===== config.mk =====
export PLATFORM = sky130hd
export DESIGN_NAME = pulse_handshake_tx
export DESIGN_NICKNAME = d
export VERILOG_FILES = /design/src/rtl/pulse_handshake_tx.sv
export SDC_FILE = /design/constraint.sdc
export NUM_CORES = 1
export LEC_CHECK = 0
export BUFFER_PORTS_ARGS = -buffer_cell sky130_fd_sc_hd__buf_2
export CAP_MARGIN = 40
export CORE_UTILIZATION = 40
export CTS_BUF_LIST = sky130_fd_sc_hd__clkbuf_8 sky130_fd_sc_hd__clkbuf_16
export CTS_CLUSTER_DIAMETER = 80
export DETAILED_ROUTE_END_ITERATION = 8
export PLACE_DENSITY = 0.59
export SKIP_LAST_GASP = 1
export SLEW_MARGIN = 20
export SYNTH_ARGS = -nofsm -noshare
export SYNTH_HDL_FRONTEND = slang
export SYNTH_SLANG_ARGS = --single-unit

===== constraint.sdc =====
create_clock -name clka -period 3.3 [get_ports clka]
set_clock_uncertainty 0.05 [all_clocks]
set_input_delay 0.165 -clock clka [delete_from_list [all_inputs] [get_ports clka]]
set_output_delay 0.165 -clock clka [all_outputs]
set_load 0.005 [all_outputs]

===== src/rtl/pulse_handshake_tx.sv =====
// Source-side req/ack pulse crossing: din events become a four-phase
// handshake; one event is queued while busy, further ones are counted.
//
// Ports:
//   clka     - source clock (the only clock here)
//   rst_n    - asynchronous active-low reset
//   din      - event strobe, one event per cycle sampled high
//   ack      - handshake ack from the clkb domain (asynchronous)
//   req      - registered handshake request level
//   busy     - FSM not idle
//   pend     - one event queued
//   done     - one-cycle pulse when the receiver accepted an event
//   drop_cnt - saturating count of dropped events
module pulse_handshake_tx #(
  parameter int SYNC_STAGES = 2,
  parameter int CNT_W       = 8
) (
  input  logic             clka,
  input  logic             rst_n,
  input  logic             din,
  input  logic             ack,
  output logic             req,
  output logic             busy,
  output logic             pend,
  output logic             done,
  output logic [CNT_W-1:0] drop_cnt
);

  typedef enum logic [1:0] {
    S_IDLE = 2'd0,
    S_REQ  = 2'd1,
    S_REL  = 2'd2
  } state_t;

  state_t state;
  state_t state_nxt;

  logic [SYNC_STAGES-1:0] ack_q;
  logic                   ack_s;

  logic avail;
  logic launch;
  logic din_q;
  logic pend_left;
  logic req_nxt;
  logic done_nxt;
  logic pend_nxt;
  logic drop_inc;

  assign ack_s = ack_q[SYNC_STAGES-1];

  always_ff @(posedge clka or negedge rst_n) begin
    if (!rst_n) begin
      ack_q    <= '0;
      state    <= S_IDLE;
      req      <= 1'b0;
      done     <= 1'b0;
      pend     <= 1'b0;
      drop_cnt <= '0;
    end else begin
      ack_q <= {ack_q[SYNC_STAGES-2:0], ack};
      state <= state_nxt;
      req   <= req_nxt;
      done  <= done_nxt;
      pend  <= pend_nxt;
      if (drop_inc && (drop_cnt != '1)) begin
        drop_cnt <= drop_cnt + CNT_W'(1);
      end
    end
  end

  // A launch is only possible outside REQ, and only once the
  // previous ack has been seen low again.
  assign avail  = din | pend;
  assign launch = avail & ~ack_s & (state != S_REQ);

  always_comb begin
    state_nxt = state;
    unique case (state)
      S_IDLE: begin
        if (launch) state_nxt = S_REQ;
      end
      S_REQ: begin
        if (ack_s) state_nxt = S_REL;
      end
      S_REL: begin
        if (launch)      state_nxt = S_REQ;
        else if (!ack_s) state_nxt = S_IDLE;
      end
      default: state_nxt = S_IDLE;
    endcase
  end

  // The queued event always launches before a same-cycle din, so din
  // is launched directly only when nothing is pending.
  always_comb begin
    req_nxt   = (state_nxt == S_REQ);
    done_nxt  = (state == S_REQ) & ack_s;
    din_q     = din & ~(launch & ~pend);
    pend_left = pend & ~launch;
    pend_nxt  = pend_left | din_q;
    drop_inc  = din_q & pend_left;
  end

  assign busy = (state != S_IDLE);

endmodule

==> results.yml <==
logic_synthesis:
  async_flop_share: 1.00
  synth_edf_count: 0
  netlist_area_um2: 694
  syn_area_per_cell_um2: 12.6
  ys_seq_area_frac: 0.541
  synth.distinct_cells: 28
  ys_ff_latch: 15
  ys_warn_count: 0
  syn_inst: 55
  synth_ff_type: "dfrtp_1"
  syn_nets: 60
pwr:
  pwr_density_cell_nw_per_um2: 662
  leakagePower_uw: 0.000410
  p_int_uw: 389
  pwr-share-comb: 0.266
  power.switching_uw: 176
  pwr-share-clk: 0.255
  power_uw: 565
  ir_drop_mv: 0.356
  switching_share: 0.312
  seq_power_share: 0.479
finish:
  layout.cells.non_filler: 92
  layout.nets: 82
  mostFrequentLayoutCells: "dfrtp_1, buf_2, nand2_1"
  area_growth_pct: 23.1
  drive_above_1_share: 0.342
  antennaDiodeCount: 0
setup_path:
  ff2ff_path_depth: 5
  path_class: "reg -> reg"
  r2r_slack_ns: 1.69
  path_buf_inv: 0
  path_delay_family: "simple AND/OR/NAND/NOR gates"
  crit_slowest_cell: "dfrtp_1"
  start_kind: "register"
  timing.rr.end: "drop_cnt[1]"
  end_kind: "register"
  critical_path_arrival_ns: 1.69
  path_max_fanout: 6
  critPathRequiredTime_ns: 3.38
  path_cells: "ha_1 > nand3_1 > nor3_4 > nor2_2 > mux2_4"
  slowest_delay_ns: 0.39
  r2r_start: "drop_cnt[0]"
cts:
  worstSkewPairLatency_ns: 0.24
  cts_root_buffer: "clkbuf_8"
  postCtsResizedCells: 0
  clock-sinks: 15
  htreeDepth: 1
  numCtsBuffers: 3
  clkTransAtPathRegs_ns: 0.06
  post-cts-setup-buffer-count: 0
  cts_tree: "built"
  cts_buffer_depth: 2
placed_design:
  post-dp-hpwl_um: 831
  place.port_buffers: 15
  pre_cts_ws_ns: 1.69
  routabilityCongestion: 0.752
  placed_cells: 86
detailed_routing:
  viasPerCell: 5.15
  drc: 2
  vias: 474
  wl_per_cell_um: 12.6
  postRouteAntennaNets: 0
  drt-initial-drc-count: 5
  first_pass_iters: 5
  routed_wl_mm: 1.16
floorplanning:
  die_x_um: 43.7
  die_area_um2: 1910
  coreArea_um2: 1560
  start_util: 0.445
  io_pins: 16
  row_count: 14
  die_h_um: 43.7
sta:
  slew_headroom: 0.776
  final_max_slew_viol_count: 0
  rsz0062_at_grt: "no"
  finalSetupViolations: 0
  final.setup.tns_ns: 0
  fmax_ghz: 0.621
  timing.final.ws_setup_ns: 1.69
  min_period_ns: 1.61
  tightest_slew_ns: 0.335
  hold_viol: 0
  final.period_utilization: 0.488
hold_path:
  hp-start: "din"
  hold_end: "pend"
  min_path_type: "in -> reg"
  whs_path_depth: 3
global_route:
  grt_pass1_vias: 444
  grt_pass1_wl_mm: 1.93
  grt_usage: 0.144
  antenna_found_initial: 0
  grt_max_degree: 16
  overflow: 0
status:
  status: "complete, but fails checks"
  violations: "design-rule violations"
flow_run:
  drv_cap: 0
-- how the worst max path moves through the flow --
stage,startpoint,to,slack (ns),depth (start not counted)
after detailed placement,drop_cnt[0],drop_cnt[1],1.69,5
after global placement,drop_cnt[0],drop_cnt[1],1.73,5
final,drop_cnt[0],drop_cnt[1],1.69,5
after global routing,drop_cnt[0],drop_cnt[1],1.54,5
after CTS,drop_cnt[0],drop_cnt[1],1.67,5
after floorplan,drop_cnt[0],drop_cnt[1],1.78,5
-- registers in the layout, summed over array words and instances, names as in the netlist --
| register | cells |
|---|---|
| req | 1 |
| pend | 1 |
| drop_cnt | 8 |
| state | 2 |
| done | 1 |
| ack_q | 2 |
-- routing by layer --
layer  vias to the layer above  wire length (µm)  part of all wire  track usage
li1                        242                 -                 -            -
met1                       219               634              0.55        0.209
met2                        11               480              0.41        0.188
met3                         2                35             0.030       0.0375
met4                         0                 9            0.0078       0.0938
met5                         -                 0                 0            0
-- kinds of logic (layout without fill, tap and decap cells) --
logic type	after synthesis	after routing	share of synthesized area
flip-flops	15	15	0.541
adder cells (fa/ha/maj)	1	1	0.0180
AND/OR/NAND/NOR	22	22	0.216
AO/OA/AOI/OAI	9	9	0.112
XOR/XNOR	3	3	0.0378
buffers and inverters	1	22	0.00540
multiplexers	4	4	0.0703
-- layout make-up --
cell class / instances / area, µm²
Clock buffer: 3 / 41.3
Clock inverter: 1 / 3.75
Fill cell: 128 / 704
Inverter: 1 / 3.75
Multi-Input combinational cell: 39 / 315
Sequential cell: 15 / 375
Tap cell: 16 / 20.0
Timing Repair Buffer: 17 / 95.1
-- metrics by stage --
step           cell area [µm²]   util  hold WS [ns]
4_1_cts                    855  0.548         0.147
3_5_place_dp               790  0.506        0.0373
2_1_floorplan              694      -        -0.181
3_3_place_gp               790  0.506        0.0362
6_report                   855  0.548         0.153
5_1_grt                    855  0.548         0.158
-- synthesized netlist by cell type (2+ instances only) --
master	count	share of area
a211oi_1	2	0.022
dfrtp_1	15	0.54
mux2_1	3	0.049
nand2_1	5	0.027
nand3_1	2	0.014
nor2b_1	2	0.018
nor3_1	3	0.022
xor2_1	3	0.038
-- power by group through the flow --
stage / Sequential, µW / Combinational (µW) / Clock (µW)
after CTS: 271 / 153 / 149
after global routing: 277 / 168 / 157
after detailed placement: 274 / 149 / 0
after global placement: 273 / 148 / 0
after floorplan: 271 / 87.7 / 0
final: 271 / 151 / 144
-- what timing repair did --
action,in CTS,in global routing
endpoints found under the setup margin,0,0
hold endpoints to repair,16,0
hold buffers,2,0
-- worst min-delay path: cells and delay by family --
| kind | cells | cell delay [ns] |
|---|---|---|
| AOI/OAI and AO/OA | 1 | 0.08 |
| buffers and inverters | 1 | 0.10 |
| and+or+nand+nor | 1 | 0.07 |
(Power assumes the default switching activity.)
